==> config.mk <==
export PLATFORM = sky130hd
export DESIGN_NAME = vdot_engine
export DESIGN_NICKNAME = d
export VERILOG_FILES = /design/src/rtl/vdot_engine_pkg.sv /design/src/rtl/vdot_engine_lane_mac.sv /design/src/rtl/vdot_engine.sv
export SDC_FILE = /design/constraint.sdc
export NUM_CORES = 1
export LEC_CHECK = 0
export CAP_MARGIN = 40
export CORE_ASPECT_RATIO = 0.9
export CORE_MARGIN = 2
export CORE_UTILIZATION = 46
export DETAILED_ROUTE_END_ITERATION = 6
export GPL_ROUTABILITY_DRIVEN = 0
export PLACE_DENSITY = 0.74
export SYNTH_ARGS = -nofsm -noshare
export SYNTH_HDL_FRONTEND = slang
export SYNTH_HIERARCHICAL = 1
export SYNTH_SLANG_ARGS = --single-unit
==> constraint.sdc <==
create_clock -name Clk1 -period 5.35 [get_ports Clk1]
set_clock_uncertainty 0.05 [all_clocks]
set_input_delay 1.07 -clock Clk1 [delete_from_list [all_inputs] [get_ports Clk1]]
set_output_delay 1.07 -clock Clk1 [all_outputs]
set_load 0.03 [all_outputs]
==> src/rtl/vdot_engine_pkg.sv <==
`default_nettype none
// ============================================================================
// Module      : vdot_engine_pkg
// Description : Shared FSM encoding and result saturate/truncate helper.
// Revision    : 1.0 - initial release
// ============================================================================
package vdot_engine_pkg;

    typedef enum logic [1:0] {
        ST_IDLE  = 2'd0,
        ST_RUN   = 2'd1,
        ST_DRAIN = 2'd2,
        ST_WRITE = 2'd3
    } state_t;

    // Wide enough for any accumulator the engine can be configured with.
    localparam int c_MAXW = 256;
    typedef logic signed [c_MAXW-1:0] wide_t;

    // Clamp to a WIDTH-bit signed range when sat is set; otherwise pass the
    // value through so the caller's low-bit slice gives wrap behaviour.
    function automatic wide_t sat_trunc(input wide_t acc, input int width, input logic sat);
        wide_t w_one;
        wide_t w_hi;
        wide_t w_lo;
        wide_t w_res;
        w_one = wide_t'(1);
        w_hi  = (w_one <<< (width - 1)) - w_one;
        w_lo  = -w_hi - w_one;
        w_res = acc;
        if (sat) begin
            if (acc > w_hi) begin
                w_res = w_hi;
            end else if (acc < w_lo) begin
                w_res = w_lo;
            end
        end
        return w_res;
    endfunction

endpackage
`default_nettype wire

==> src/rtl/vdot_engine_lane_mac.sv <==
`default_nettype none
// ============================================================================
// Module      : vdot_lane_mac
// Description : LANES signed multipliers feeding a binary adder tree (comb.).
// Revision    : 1.0 - initial release
// ============================================================================
module vdot_lane_mac
    import vdot_engine_pkg::*;
#(
    parameter int WIDTH = 16,
    parameter int LANES = 1
) (
    input  logic [LANES*WIDTH-1:0]                    aData,
    input  logic [LANES*WIDTH-1:0]                    bData,
    output logic signed [2*WIDTH+$clog2(LANES)-1:0]   sum
);

    localparam int c_PW = 2 * WIDTH;
    localparam int c_SW = 2 * WIDTH + $clog2(LANES);

    // Heap-ordered tree: leaves at LANES-1 .. 2*LANES-2, root at index 0.
    logic signed [c_SW-1:0] w_node [0:2*LANES-2];

    generate
        for (genvar i = 0; i < LANES; i++) begin : g_lane
            logic signed [WIDTH-1:0] w_a;
            logic signed [WIDTH-1:0] w_b;
            logic signed [c_PW-1:0]  w_ax;
            logic signed [c_PW-1:0]  w_bx;
            logic signed [c_PW-1:0]  w_prod;

            assign w_a    = aData[i*WIDTH +: WIDTH];
            assign w_b    = bData[i*WIDTH +: WIDTH];
            assign w_ax   = c_PW'(w_a);
            assign w_bx   = c_PW'(w_b);
            assign w_prod = w_ax * w_bx;
            assign w_node[LANES-1+i] = c_SW'(w_prod);
        end

        for (genvar k = 0; k < LANES - 1; k++) begin : g_tree
            assign w_node[k] = w_node[2*k+1] + w_node[2*k+2];
        end
    endgenerate

    assign sum = w_node[0];

endmodule
`default_nettype wire

==> src/rtl/vdot_engine.sv <==
`default_nettype none
// ============================================================================
// Module      : vdot_engine
// Description : Streaming signed dot-product engine with saturate/wrap output.
// Revision    : 1.0 - initial release
// ============================================================================
module vdot_engine
    import vdot_engine_pkg::*;
#(
    parameter int WIDTH  = 16,
    parameter int LENGTH = 16,
    parameter int LANES  = 1
) (
    input  logic                        Clk1,
    input  logic                        Reset,
    input  logic                        dotStart,
    input  logic                        satMode,
    output logic [$clog2(LENGTH)-1:0]   rdIdx,
    input  logic [LANES*WIDTH-1:0]      aData,
    input  logic [LANES*WIDTH-1:0]      bData,
    output logic                        busy,
    output logic                        dotWrite,
    output logic                        dotDone,
    output logic [WIDTH-1:0]            dotOut
);

    localparam int c_IW    = $clog2(LENGTH);
    localparam int c_BEATS = LENGTH / LANES;
    localparam int c_LSH   = $clog2(LANES);
    localparam int c_SW    = 2 * WIDTH + c_LSH;
    localparam int c_AW    = 2 * WIDTH + c_IW;
    localparam logic [c_IW-1:0] c_LAST = c_IW'(c_BEATS - 1);

    state_t                  r_state;
    state_t                  w_state_next;
    logic [c_IW-1:0]         r_beat;
    logic signed [c_AW-1:0]  r_acc;
    logic                    r_sat;
    logic [WIDTH-1:0]        r_dotOut;

    logic signed [c_SW-1:0]  w_lane_sum;
    logic signed [c_AW-1:0]  w_acc_sum;
    wide_t                   w_res;
    logic                    w_res_unused;

    vdot_lane_mac #(
        .WIDTH (WIDTH),
        .LANES (LANES)
    ) u_lane_mac (
        .aData (aData),
        .bData (bData),
        .sum   (w_lane_sum)
    );

    assign w_acc_sum    = r_acc + c_AW'(w_lane_sum);
    assign w_res        = sat_trunc(c_MAXW'(w_acc_sum), WIDTH, r_sat);
    assign w_res_unused = ^w_res[c_MAXW-1:WIDTH];
    assign dotOut       = r_dotOut;

    always_ff @(posedge Clk1 or posedge Reset) begin
        if (Reset) begin
            r_state <= ST_IDLE;
        end else begin
            r_state <= w_state_next;
        end
    end

    always_comb begin
        w_state_next = r_state;
        busy         = 1'b1;
        dotWrite     = 1'b0;
        dotDone      = 1'b0;
        rdIdx        = '0;
        case (r_state)
            ST_IDLE: begin
                busy = 1'b0;
                if (dotStart) begin
                    w_state_next = ST_RUN;
                end
            end
            ST_RUN: begin
                rdIdx = r_beat << c_LSH;
                if (r_beat == c_LAST) begin
                    w_state_next = ST_DRAIN;
                end
            end
            ST_DRAIN: begin
                w_state_next = ST_WRITE;
            end
            ST_WRITE: begin
                dotWrite     = 1'b1;
                dotDone      = 1'b1;
                w_state_next = ST_IDLE;
            end
            default: begin
                w_state_next = ST_IDLE;
            end
        endcase
    end

    // Operand data lags rdIdx by a cycle, so the first RUN beat carries no
    // valid product and DRAIN collects the final one.
    always_ff @(posedge Clk1 or posedge Reset) begin
        if (Reset) begin
            r_beat   <= '0;
            r_acc    <= '0;
            r_sat    <= 1'b0;
            r_dotOut <= '0;
        end else begin
            case (r_state)
                ST_IDLE: begin
                    if (dotStart) begin
                        r_beat <= '0;
                        r_acc  <= '0;
                        r_sat  <= satMode;
                    end
                end
                ST_RUN: begin
                    r_beat <= (r_beat == c_LAST) ? '0 : r_beat + 1'b1;
                    if (r_beat != '0) begin
                        r_acc <= w_acc_sum;
                    end
                end
                ST_DRAIN: begin
                    r_acc    <= w_acc_sum;
                    r_dotOut <= w_res[WIDTH-1:0];
                end
                default: begin
                end
            endcase
        end
    end

endmodule
`default_nettype wire

==> flow_summary_export.csv, run 1 <==
group,metric,value,unit
layout,layout_common_cells,"buf_4, inv_1, fa_1",
clocking,postCtsHoldBufs,0,
routing,dr_total_vias,14183,
timing,slew_viol_final,0,
routing,avgViaCountPerCell,5.64,
layout,nets,2524,
critical_path,reg2reg_to,"dotOut[3]$_DFFE_PP0P_",
floorplanning,core_area,31100,sq um
min_path,hold_path_depth,2,
timing,relSlewSlack,41.6,%
routing,drt_first_iter_violations,1277,
clocking,clk_pin_slew,0.05,ns
yosys,ys_warn_count,6,
flow_run,drv_cap,0,
global_routing,grt_max_degree,42,
layout,layout_commonest_cell,"buf_4",
floorplanning,die_h,173,um
yosys,synth_nets,2075,
layout,post_route_cells_drive_above_1_share,40.6,%
critical_path,worstReg2RegStart,"r_acc[0]$_DFFE_PP0P_",
layout,regArea,1480,sq um
critical_path,path_class,"in2reg",
clocking,htree_levels,3,
layout,fillers,1972,
critical_path,r2r_cells,15,
clocking,cts_tree,"yes",
global_routing,grt_pass1_vias,14586,
timing,fmax,109,MHz
timing,rsz0062_at_grt,"true",
min_path,min_from,"r_acc[19]$_DFFE_PP0P_",
floorplanning,pin_count,59,
timing,hold_violations,0,
timing,setup_violations,45,
clocking,cts_sinks,59,
critical_path,slowest_stage,"or4_4",
routing,wl_per_cell,19.9,um
global_routing,grt_overflow_total,0,
timing,whs,0.454,ns
yosys,synthesis.area,14600,sq um
critical_path,cp-end-kind,"flip-flop",
timing,period_needed,9.14,ns
global_routing,antenna_found_initial,0,
yosys,avgSynthCellArea,8.83,sq um
critical_path,max_stage_delay,0.57,ns
placement,dp_hpwl,33100,um
layout,antenna-diode-count,0,
global_routing,grtUsageTotal,26.7,%
routing,drc,0,
timing,worst_slew_pin_slew,0.875,ns
layout,area_growth,49.0,%
critical_path,r2r_slack,0.91,ns
critical_path,critPathMaxFanout,8,
timing,tns,-122.84,ns
timing,setup_ws,-3.79,ns
yosys,synth_cells,1653,
layout,multi_input_area,13800,sq um
yosys,async_flop_share,100,%
floorplanning,num_rows,61,
critical_path,cp-start-kind,"primary input",
routing,firstDrtPassIters,5,
critical_path,arrival,9.33,ns
floorplanning,die_w,192,um
clocking,numCtsBuffers,9,
yosys,ys_ff_latch,59,
critical_path,cp.required,5.54,ns
global_routing,grt_first_pass_wirelength,71800,um
clocking,cts_root_buf,"clkbuf_16",
clocking,clock_latency,0.36,ns
placement,port_buffers,58,
yosys,yosysSeqAreaShare,10.1,%
min_path,hold_path_end,"r_acc[19]$_DFFE_PP0P_",
yosys,yosys.cell_types.count,75,
floorplanning,dieArea,33200,sq um
timing,period_share,171,%
floorplanning,initial_core_util,47.0,%
placement,pre_cts_ws,-4.32,ns
routing,final_antenna_net_count,0,
run_status,status,"finished with violations",
routing,drt_wl_total,50100,um
critical_path,cp_common_cell,"fa_1",
yosys,synth_edf_count,0,
clocking,clockBufferDepth,2,
yosys,synthFlopType,"dfrtp_1",
run_status,violations,"setup timing",
min_path,min_path_type,"reg2reg",
[cell usage after synthesis, drive strengths merged, types with 6 or more instances]
| cell type | number | area share [%] |
|---|---|---|
| a22o | 14 | 0.84 |
| o22ai | 15 | 0.64 |
| nor2 | 60 | 1.6 |
| buf | 14 | 0.57 |
| o21bai | 13 | 0.72 |
| nor4 | 8 | 0.45 |
| a21o | 18 | 0.93 |
| nor3 | 12 | 0.41 |
| a21oi | 64 | 2.2 |
| o21ai | 62 | 2.1 |
| fa | 263 | 36 |
| nand2 | 197 | 5.1 |
| nand3 | 10 | 0.34 |
| o31ai | 6 | 0.40 |
| o21a | 7 | 0.36 |
| ha | 123 | 11 |
| clkbuf | 47 | 1.2 |
| and2 | 126 | 5.4 |
| o211ai | 7 | 0.43 |
| inv | 337 | 8.7 |
| and3 | 6 | 0.26 |
| or3 | 6 | 0.26 |
| nand4 | 15 | 0.69 |
| a211o | 18 | 1.1 |
| xor2 | 15 | 0.90 |
| dfrtp | 59 | 10 |
| a211oi | 18 | 1.0 |
| nand2b | 12 | 0.51 |
| xnor2 | 50 | 3.0 |
[area by class of cell]
cell class	instances	area share (%)
clock buffers	10	1.05
multi-input cells	1196	63.4
repair buffers	499	20.2
inverters	337	5.84
well taps	409	2.35
clock inverters	5	0.362
flip-flops and latches	59	6.79
[cell families after synthesis]
group                    after synthesis  synth area share, %
XOR/XNOR                              65                 3.90
adder cells (fa/ha/maj)              386                 46.6
AND/OR/NAND/NOR                      472                 16.1
multiplexers                           4                0.283
buffers and inverters                398                 10.5
AO/OA/AOI/OAI                        269                 12.5
flip-flops                            59                 10.1
[worst max path at each step]
stage,startpoint,end,slack (ns),cells after the start
floorplan,bData[6],dotOut[0]$_DFFE_PP0P_,-3.21,33
global placement,bData[6],dotOut[12]$_DFFE_PP0P_,-4.18,33
detailed placement,bData[6],dotOut[8]$_DFFE_PP0P_,-4.32,33
CTS,bData[6],dotOut[14]$_DFFE_PP0P_,-3.51,33
global route,bData[4],dotOut[3]$_DFFE_PP0P_,-3.97,37
finish,bData[6],dotOut[14]$_DFFE_PP0P_,-3.79,35
[metrics by stage]
stage	util, %	instances	area, sq um
4_1_cts	64.5	2452	20000
6_report	70.0	2515	21700
2_1_floorplan	-	1653	15300
3_3_place_gp	59.4	2384	18500
5_1_grt	70.0	2515	21700
3_5_place_dp	59.4	2384	18500
[state kept, by name, indices dropped and copies added, names as in the netlist]
name	flops
r_acc	36
dotOut	16
r_beat	4
r_state	2
r_sat	1
[per-layer routing]
metal	GRT usage, %	vias up	wire [um]
li1	-	6121	-
met1	34.9	7098	19100
met2	46.1	731	25200
met3	4.14	233	3410
met4	6.63	0	2420
met5	0	-	0
[worst max-delay path, delay by kind of cell]
family,cells,cell delay (ns)
AOI/OAI and AO/OA,11,2.27
xor gates and xnor gates,1,0.17
adders and majority gates,8,3.58
buffers and inverters,9,0.91
and+or+nand+nor,6,1.35
[timing repair]
| action | 4_1_cts | 5_1_grt |
|---|---|---|
| pin swaps | 97 | 192 |
| endpoints found under the setup margin | 47 | 46 |
| setup buffers | 50 | 83 |
| gates cloned | 5 | 1 |
| gates resized for setup | 292 | 309 |
Power of run 1 is left out: the tool's default activity adds up to more than one toggle a clock period on the data nets, which glitch-free logic cannot reach.
==> inputs of run 2 (changes only) <==
--- a/config.mk
+++ b/config.mk
@@ -8,10 +8,10 @@
 export CAP_MARGIN = 40
 export CORE_ASPECT_RATIO = 0.9
 export CORE_MARGIN = 2
-export CORE_UTILIZATION = 46
+export CORE_UTILIZATION = 37
 export DETAILED_ROUTE_END_ITERATION = 6
 export GPL_ROUTABILITY_DRIVEN = 0
-export PLACE_DENSITY = 0.74
+export PLACE_DENSITY = 0.64
 export SYNTH_ARGS = -nofsm -noshare
 export SYNTH_HDL_FRONTEND = slang
 export SYNTH_HIERARCHICAL = 1
==> flow_summary_export.csv, run 2 (synthesized netlist as in run 1, its figures left out) <==
group,metric,value,unit
layout,nets,2535,
timing,setup_ws,-3.70,ns
layout,antenna-diode-count,0,
routing,dr_total_vias,13396,
layout,largest_reg_flops,36,
clocking,postCtsHoldBufs,0,
clocking,clk_pin_slew,0.05,ns
timing,setup_violations,46,
floorplanning,initial_core_util,37.8,%
timing,hold_violations,0,
routing,drc,0,
floorplanning,die_h,192,um
routing,final_antenna_net_count,0,
floorplanning,die_w,213,um
clocking,cts_root_buf,"clkbuf_16",
routing,wl_per_cell,17.5,um
critical_path,slowest_stage,"fa_1",
critical_path,path_class,"in2reg",
placement,port_buffers,58,
timing,period_share,169,%
critical_path,critPathMaxFanout,7,
routing,drt_wl_total,46200,um
layout,area_growth,50.7,%
global_routing,grt_first_pass_wirelength,72400,um
critical_path,cp-start-kind,"primary input",
global_routing,grt_pass1_vias,14289,
timing,period_needed,9.05,ns
critical_path,cp-end-kind,"flip-flop",
min_path,min_path_type,"reg2reg",
layout,regMostFlops,"r_acc",
routing,avgViaCountPerCell,5.07,
clocking,clock_latency,0.35,ns
run_status,status,"finished with violations",
timing,fmax,111,MHz
timing,whs,0.436,ns
layout,layout_common_cells,"buf_4, inv_1, fa_1",
timing,worst_slew_pin_slew,0.867,ns
layout,post_route_cells_drive_above_1_share,41.2,%
global_routing,grt_overflow_total,0,
layout,multi_input_area,13700,sq um
floorplanning,dieArea,41000,sq um
placement,dp_hpwl,33300,um
global_routing,grt_max_degree,51,
routing,firstDrtPassIters,5,
layout,layout_commonest_cell,"buf_4",
timing,slew_viol_final,0,
layout,fillers,3136,
layout,regArea,1480,sq um
critical_path,max_stage_delay,0.54,ns
clocking,cts_sinks,59,
global_routing,antenna_found_initial,0,
clocking,htree_levels,3,
critical_path,arrival,9.29,ns
clocking,cts_tree,"yes",
floorplanning,pin_count,59,
global_routing,grtUsageTotal,22.0,%
clocking,clockBufferDepth,2,
routing,drt_first_iter_violations,762,
run_status,violations,"setup timing",
timing,relSlewSlack,42.2,%
critical_path,cp.required,5.59,ns
floorplanning,num_rows,68,
floorplanning,core_area,38600,sq um
flow_run,drv_cap,0,
timing,rsz0062_at_grt,"true",
clocking,numCtsBuffers,9,
[run 2: metal layers]
layer  GRT usage, %  wire (um)  vias up
li1               -          -     6135
met1           29.6      19600     6768
met2           37.6      22900      394
met3           2.77       2240       99
met4           5.56       1390        0
met5              0          0        -
[run 2: metrics by stage]
stage / util, % / std cells / TNS (ns) / cell area (sq um) / setup WS (ns)
global placement: 48.4 / 2509 / -150.64 / 18700 / -4.30
CTS: 53.9 / 2606 / -114.90 / 20800 / -3.58
finish: 56.9 / 2642 / -119.43 / 22000 / -3.70
floorplan: - / 1653 / -96.00 / 15300 / -3.21
detailed placement: 48.4 / 2509 / -152.36 / 18700 / -4.32
global route: 56.9 / 2642 / -128.84 / 22000 / -3.91
[run 2: layout make-up]
cell class	count	share of cell area (%)
clock buffer	10	1.04
clock inverter	5	0.358
inverter	337	5.76
multi-input combinational	1197	62.5
sequential	59	6.71
tap	525	2.99
timing repair buffer	509	20.7
[run 2: timing repair]
item / CTS / global route
setup buffers: 79 / 46
pin swaps: 121 / 157
endpoints found under the setup margin: 47 / 46
gates cloned: 8 / 1
gates resized for setup: 368 / 232
[run 2: worst paths after layout]
| check | startpoint | to | slack (ns) | cells after the start |
|---|---|---|---|---|
| min | r_acc[3]$_DFFE_PP0P_ | r_acc[3]$_DFFE_PP0P_ | 0.44 | 2 |
| min in group asynchronous | Reset | r_beat[3]$_DFFE_PP0P_ | 0.90 | 2 |
| min reg2reg | r_acc[3]$_DFFE_PP0P_ | r_acc[3]$_DFFE_PP0P_ | 0.44 | 2 |
| max reg2reg | r_acc[0]$_DFFE_PP0P_ | dotOut[5]$_DFFE_PP0P_ | 1.15 | 14 |
| max in group asynchronous | Reset | r_acc[25]$_DFFE_PP0P_ | 3.37 | 3 |
| max | aData[7] | dotOut[6]$_DFFE_PP0P_ | -3.70 | 37 |
[run 2: critical path: cells and delay by family]
| family | cells | cell delay (ns) |
|---|---|---|
| adders and majority gates | 8 | 3.66 |
| AOI/OAI and AO/OA | 10 | 1.87 |
| and+or+nand+nor | 6 | 1.24 |
| buffers and inverters | 11 | 1.11 |
| xor gates and xnor gates | 1 | 0.16 |
| muxes | 1 | 0.15 |
Power of run 2 is left out for the same reason.
==> inputs of run 3 (changes only) <==
==> constraint.sdc (replaced) <==
create_clock -name Clk1 -period 11.5 [get_ports Clk1]
set_clock_uncertainty 0.05 [all_clocks]
set_input_delay 2.3 -clock Clk1 [delete_from_list [all_inputs] [get_ports Clk1]]
set_output_delay 2.3 -clock Clk1 [all_outputs]
set_load 0.03 [all_outputs]
==> flow_summary_export.csv, run 3 (synthesized netlist as in run 1, its figures left out) <==
group,metric,value,unit
timing,relSlewSlack,45.8,%
floorplanning,core_area,38600,sq um
clocking,cts_sinks,59,
clocking,numCtsBuffers,9,
layout,fillers,3805,
critical_path,worstReg2RegStart,"r_acc[0]$_DFFE_PP0P_",
layout,post_route_cells_drive_above_1_share,6.03,%
critical_path,critical_path_buf_inv_count,6,
routing,drt_wl_total,34600,um
layout,fin_util,42.4,%
global_routing,grt_first_pass_wirelength,58100,um
floorplanning,initial_core_util,37.8,%
layout,area_growth,12.4,%
routing,dr_total_vias,11452,
floorplanning,num_rows,68,
layout,multi_input_area,11600,sq um
timing,hold_violations,0,
layout,regArea,1480,sq um
critical_path,crit_path_end,"dotOut[12]$_DFFE_PP0P_",
critical_path,arrival,11.32,ns
critical_path,slowest_stage,"clkdlybuf4s50_1",
routing,avgViaCountPerCell,5.09,
timing,slew_viol_final,0,
floorplanning,pin_count,59,
floorplanning,die_h,192,um
routing,firstDrtPassIters,5,
floorplanning,die_w,213,um
layout,layout_commonest_cell,"inv_1",
layout,layout_common_cells,"inv_1, fa_1, nand2_1",
flow_run,drv_cap,0,
global_routing,antenna_found_initial,0,
routing,drt_first_iter_violations,662,
clocking,postCtsHoldBufs,0,
clocking,htree_levels,3,
placement,port_buffers,58,
clocking,clock_latency,0.34,ns
clocking,cts_tree,"yes",
routing,final_antenna_net_count,0,
floorplanning,dieArea,41000,sq um
min_path,min_from,"r_acc[19]$_DFFE_PP0P_",
run_status,status,"finished clean",
routing,wl_per_cell,15.4,um
timing,period_needed,11.14,ns
clocking,cts_root_buf,"clkbuf_16",
clocking,clk_pin_slew,0.06,ns
clocking,clockBufferDepth,2,
layout,largest_reg_flops,36,
critical_path,cp.required,11.67,ns
critical_path,reg2reg_to,"dotOut[2]$_DFFE_PP0P_",
critical_path,r2r_cells,13,
critical_path,crit_cells,32,
layout,regMostFlops,"r_acc",
critical_path,crit_start,"bData[15]",
critical_path,cp_common_cell,"fa_1",
timing,fmax,89.8,MHz
routing,drc,0,
critical_path,max_stage_delay,0.71,ns
timing,period_share,96.9,%
critical_path,critPathMaxFanout,15,
critical_path,cp-start-kind,"primary input",
min_path,min_path_type,"reg2reg",
critical_path,cp-end-kind,"flip-flop",
global_routing,grt_pass1_vias,11629,
global_routing,grt_overflow_total,0,
timing,worst_slew_pin_slew,0.813,ns
layout,nets,2143,
global_routing,grtUsageTotal,17.6,%
global_routing,grt_max_degree,60,
critical_path,cp_top_family,"adder cells",
critical_path,path_class,"in2reg",
critical_path,r2r_slack,7.38,ns
layout,antenna-diode-count,0,
placement,dp_hpwl,29600,um
timing,setup_violations,0,
==> run 3: how the worst min path moves through the flow <==
stage	to	depth (start not counted)
after CTS	r_acc[19]$_DFFE_PP0P_	2
after global placement	r_acc[8]$_DFFE_PP0P_	2
final	r_acc[19]$_DFFE_PP0P_	2
after detailed placement	r_acc[19]$_DFFE_PP0P_	2
after floorplan	r_acc[0]$_DFFE_PP0P_	2
after global routing	r_acc[8]$_DFFE_PP0P_	2
==> run 3: worst reg2reg max path, delay by kind of cell (launching register included) <==
kind | cells | cell delay, ns
buf+inv | 1 | 0.18
fa+ha+maj | 2 | 0.65
flops | 1 | 0.38
xor+xnor | 1 | 0.23
compound gates | 5 | 1.30
simple gates | 4 | 1.27
==> run 3: through the flow <==
stage / worst slack, ns / cells / setup TNS [ns] / instance area [sq um] / hold slack [ns]
2_1_floorplan: 1.04 / 1653 / 0 / 14600 / 0.405
3_3_place_gp: -0.0666 / 2231 / -0.831 / 16000 / 0.424
3_5_place_dp: -0.229 / 2232 / -3.21 / 16000 / 0.431
4_1_cts: 0.0649 / 2248 / 0 / 16300 / 0.444
5_1_grt: -0.0132 / 2251 / -0.0328 / 16400 / 0.471
6_report: 0.359 / 2251 / 0 / 16400 / 0.438
==> run 3: routing by layer <==
metal | up-vias | share of wire [%] | global-route usage (%)
met2 | 254 | 50 | 30.3
met5 | - | 0 | 0
met1 | 5771 | 45 | 23.7
met3 | 58 | 3.4 | 1.90
li1 | 5369 | - | -
met4 | 0 | 2.3 | 4.51
==> run 3: final cells by class <==
type                    count  area share [%]
well taps                 525            4.01
inverters                 337            7.71
multi-input cells        1196            70.8
repair buffers            118            6.62
clock buffers               9            1.37
clock inverters             7           0.473
flip-flops and latches     59            9.00
==> run 3: timing repair <==
action | CTS | global route
endpoints found under the setup margin | 0 | 15
gates resized for setup | 0 | 15
hold endpoints to repair | 0 | 0
setup buffers | 0 | 3
Power of run 3 is left out for the same reason.
==> patch 1 (flow settings as in run 3) <==
`LENGTH`: 16 -> 32.
--- a/src/rtl/vdot_engine.sv
+++ b/src/rtl/vdot_engine.sv
@@ -8,7 +8,7 @@
     import vdot_engine_pkg::*;
 #(
     parameter int WIDTH  = 16,
-    parameter int LENGTH = 16,
+    parameter int LENGTH = 32,
     parameter int LANES  = 1
 ) (
     input  logic                        Clk1,
Interface: changed (resized rdIdx); port bits go from 59 to 60. No check against the original RTL was run, so the function may have changed too.
==> patch 1 against run 3 <==
- non-clock buffer count up 16
- sequential share of layout area down 0.16 points
- sequential cell count increased by 2
- count of clock-buffer cells in the layout unchanged
- synthesized area up 5.7%
- critical path depth down 1
- register-to-register slack improved by 360 ps
- design area is 5.2% higher
- routed wire length grew 9.5%
- setup slack better by 120 ps
Power is not shown: default switching activity piles up to over one toggle a cycle in this logic, so the estimate is an artifact.
==> patch 1: results (changes against run 3) <==
largest cells by area after synthesis fa_1 (34%), ha_1 (10%), dfrtp_1 (9.9%), inv_1 (7.5%), and2_1 (5.5%) (was fa_1 (36%), ha_1 (11%), dfrtp_1 (10%), inv_1 (8.7%), and2_1 (5.4%)); ys async rst share 100.0% (unchanged); Synth Area in Adders 44.27% (was 46.63%); final cell count without fillers 2337 (was 2251); most instantiated cells after synthesis inv_1 (310), fa_1 (263), nand2_1 (194), and2_1 (135), ha_1 (125) (was inv_1 (337), fa_1 (263), nand2_1 (197), and2_1 (126), ha_1 (123)); pre-CTS setup slack 36.60 ps (was -229.0 ps); area of the multi-input gates 12360 µm² (was 11610 µm²); Period minus WS final 11020 ps (was 11140 ps); hold_ws 440.8 ps (was 438.1 ps); XOR/XNOR Fraction of Synth Area 3.293% (was 3.902%); largest net degree at the start of global routing 62 (was 60); initial antenna violation count 2 (was 0); clk buf depth 2 (unchanged); Clock Tree Root clkbuf_16 (unchanged); TritonCTS buffer count 9 (unchanged); Distinct cells, synth 102 (was 75); syn_nets 2136 (was 2075); status finished, final reports clean (unchanged); First-pass DRT Iterations 6 (was 5); first-pass GRT wire length 64.02 mm (was 58.11 mm); max FFs per register 37 (was 36); mux cell area share after synthesis 0.4705% (was 0.2830%); Crit Path Max Fanout 14 (was 15); beginning of the critical path aData[12] (was bData[15]); critical path arrival 11240 ps (was 11320 ps); DR vias 12260 (was 11450); Critical R2R Capture dotOut[14] (was dotOut[2]); post_cts resized 0 (unchanged); HP Start r_acc[23] (was r_acc[19]); Layout Nets 2216 (was 2143); Hold Path Sink r_acc[23] (was r_acc[19]); DRT iter0 DRCs 716 (was 662); Fillers 3981 (was 3805); ANT cells 0 (unchanged); PortBufs 59 (was 58); Synth Area in Compound Gates 14.61% (was 12.54%); Clk Latency, worst-skew pair 350 ps; number of global-route vias before repair 12790 (was 11630); share of layout cells above drive strength 1 8.848% (was 6.025%); Seq/Total Area, Yosys 9.896% (was 10.12%); crit path capture dotOut[11] (was dotOut[12]); slowest stage delay, CP 850 ps (was 710 ps); DPL Wire Length 32.00 mm (was 29.62 mm); cell count after synthesis 1712 (was 1653); GRT Total Usage 18.30% (was 17.62%); reg2reg setup slack 7740 ps (was 7380 ps); Worst Max-Slew Pin Slew 722.9 ps (was 813.4 ps); WL final 37.91 mm (was 34.61 mm); placed instance area 16940 µm² (was 16020 µm²)
[patch 1: cell families (layout without fill, tap and decap cells)]
group	count (synthesis)	count (layout)
AO/OA/AOI/OAI	300	300
XOR/XNOR	58	58
adder cells (fa/ha/maj)	388	388
buffers and inverters	375	460
flip-flops	61	61
multiplexers	7	7
AND/OR/NAND/NOR	523	523
[patch 1: layout make-up]
type	count	share of cell area, %
Multi-Input combinational cell	1276	71.63
Sequential cell	61	8.849
Timing Repair Buffer	134	7.246
Inverter	310	6.746
Tap cell	540	3.917
Clock buffer	9	1.306
Clock inverter	7	0.3046
[patch 1: layer usage]
metal | GRT usage, % | share of wire (%) | vias up | wire, µm
li1 | - | - | 5695 | -
met1 | 24.59 | 44 | 6175 | 16580
met2 | 31.11 | 50 | 330 | 18880
met3 | 2.350 | 4.3 | 59 | 1616
met4 | 4.855 | 2.2 | 2 | 821
met5 | 0 | 0.029 | - | 11
==> patch 2 (settings of run 3) <==
Made on the original files. Make the reset (`Reset`) synchronous in 2 clocked blocks.
--- a/src/rtl/vdot_engine.sv
+++ b/src/rtl/vdot_engine.sv
@@ -57,7 +57,7 @@
     assign w_res_unused = ^w_res[c_MAXW-1:WIDTH];
     assign dotOut       = r_dotOut;
 
-    always_ff @(posedge Clk1 or posedge Reset) begin
+    always_ff @(posedge Clk1) begin
         if (Reset) begin
             r_state <= ST_IDLE;
         end else begin
@@ -100,7 +100,7 @@
 
     // Operand data lags rdIdx by a cycle, so the first RUN beat carries no
     // valid product and DRAIN collects the final one.
-    always_ff @(posedge Clk1 or posedge Reset) begin
+    always_ff @(posedge Clk1) begin
         if (Reset) begin
             r_beat   <= '0;
             r_acc    <= '0;
Behaviour: differs if Reset is asserted again (counterexample within 4 cycles, from zero or initial values and one cycle with Reset high); with Reset held inactive, the same outputs for 10 cycles.
==> patch 2 against run 3 <==
- sequential cell count unchanged
- die area is 1.3% higher
- setup slack gained 12 ps
- routed wire length rose by 3.7%
- via count rose by 4.7%
- design area rose by 2.0%
- synthesized area rose by 1.4%
- critical endpoint is now dotOut[5]
Power is left out: the tool's default activity adds up to more than one toggle a clock period on the data nets, which glitch-free logic cannot reach.
==> patch 2: results (changes against run 3) <==
status finished, final reports clean (unchanged); Synth Flop Type dfxtp_1 (was dfrtp_1); DRT iter0 DRCs 793 (was 662); Crit Path Max Fanout 15 (unchanged); slowest stage delay, CP 560 ps (was 710 ps); Layout Nets 2214 (was 2143); XOR/XNOR Fraction of Synth Area 3.080% (was 3.902%); met3 wire len 1.428 mm (was 1.192 mm); first-pass GRT wire length 60.42 mm (was 58.11 mm); max FFs per register 36 (unchanged); placed instance area 16330 µm² (was 16020 µm²); Rel. slew slack 44.75% (was 45.78%); syn_nets 2136 (was 2075); Fin Setup TNS 0 ps (unchanged); pre-CTS setup slack -79.49 ps (was -229.0 ps); Fillers 3908 (was 3805); WL final 35.90 mm (was 34.61 mm); mux cell area share after synthesis 0.2115% (was 0.2830%); drt via density 5.150 (was 5.088); met1 wire length 16.16 mm (was 15.43 mm); highest routed layer met4 (unchanged); DPL Wire Length 30.37 mm (was 29.62 mm); initial antenna violation count 0 (unchanged); Seq/Total Area, Yosys 7.986% (was 10.12%); most instantiated cells after synthesis inv_1 (311), fa_1 (263), nand2_1 (187), and2_1 (130), ha_1 (123) (was inv_1 (337), fa_1 (263), nand2_1 (197), and2_1 (126), ha_1 (123)); largest reg by FF count r_acc (unchanged); met2 WL 17.61 mm (was 17.21 mm); Synth Area in Compound Gates 14.83% (was 12.54%); Synth Area in Adders 46.01% (was 46.63%); largest net degree at the start of global routing 75 (was 60); Post-Syn Area per Cell 8.628 µm² (was 8.827 µm²); synth warn 6 (unchanged); htree depth 3 (unchanged); critical path arrival 11280 ps (was 11320 ps); mean routed wirelength per cell 15.41 µm (was 15.38 µm); main combinational cell family by area after synthesis adder cells (unchanged); TritonCTS buffer count 9 (unchanged); GRT Total Usage 17.59% (was 17.62%); Reg clk slew, reported paths 60 ps (about the same); Distinct cells, synth 84 (was 75); First-pass DRT Iterations 5 (unchanged); number of global-route vias before repair 12120 (was 11630); global route overflow 0 (unchanged); slowest CP cell fa_1 (was clkdlybuf4s50_1); placed insts 2308 (was 2232); Clk Latency, worst-skew pair 350 ps; PortBufs 58 (unchanged); ys async rst share 0% (was 100.0%); largest cells by area after synthesis fa_1 (36%), ha_1 (10%), dfxtp_1 (8.0%), inv_1 (7.9%), and2_1 (5.5%) (was fa_1 (36%), ha_1 (11%), dfrtp_1 (10%), inv_1 (8.7%), and2_1 (5.4%)); share of layout cells above drive strength 1 7.179% (was 6.025%); ANT cells 0 (unchanged); hold crit path type reg2reg (unchanged)
[patch 2: cell types whose count changed in the layout (fill, tap and decap cells not counted), sizes merged, moves of 18 or more]
cell and delta:
a22oi +24, buf +18, dfrtp -59, dfxtp +59, inv -26, nor2 +55
o21ai -23
[patch 2: layer usage]
metal | up-vias | global-route usage (%)
met5 | - | 0
met4 | 0 | 4.630
met3 | 42 | 1.678
met2 | 258 | 29.68
met1 | 5997 | 24.22
li1 | 5698 | -
[patch 2: layout make-up]
class,count,area (µm²),area share [%]
Clock buffer,10,239.0,1.428
Clock inverter,6,72.57,0.4337
Inverter,311,1167,6.977
Multi-Input combinational cell,1276,12170,72.75
Sequential cell,59,1181,7.060
Tap cell,532,665.6,3.978
Timing Repair Buffer,135,1234,7.374
[patch 2: final timing paths]
kind                            startpoint         to  slack (ps)  cells past startpoint
worst max register to register    r_acc[6]  dotOut[5]        7370                     11
worst min register to register    r_acc[2]   r_acc[2]         410                      2
worst min-delay path              r_acc[2]   r_acc[2]         410                      2
worst max-delay path              aData[5]  dotOut[5]         370                     33
[patch 2: critical path, delay by kind of cell]
family | cells | cell delay [ps]
simple gates | 6 | 1560
fa+ha+maj | 8 | 3810
xor+xnor | 1 | 190
buf+inv | 7 | 1110
compound gates | 11 | 2310
[patch 2: repair_timing]
| action | in CTS | in global routing |
|---|---|---|
| resized for setup | 0 | 19 |
| setup buffers | 0 | 5 |
| setup endpoints to repair | 0 | 15 |
| hold buffers | 0 | 0 |
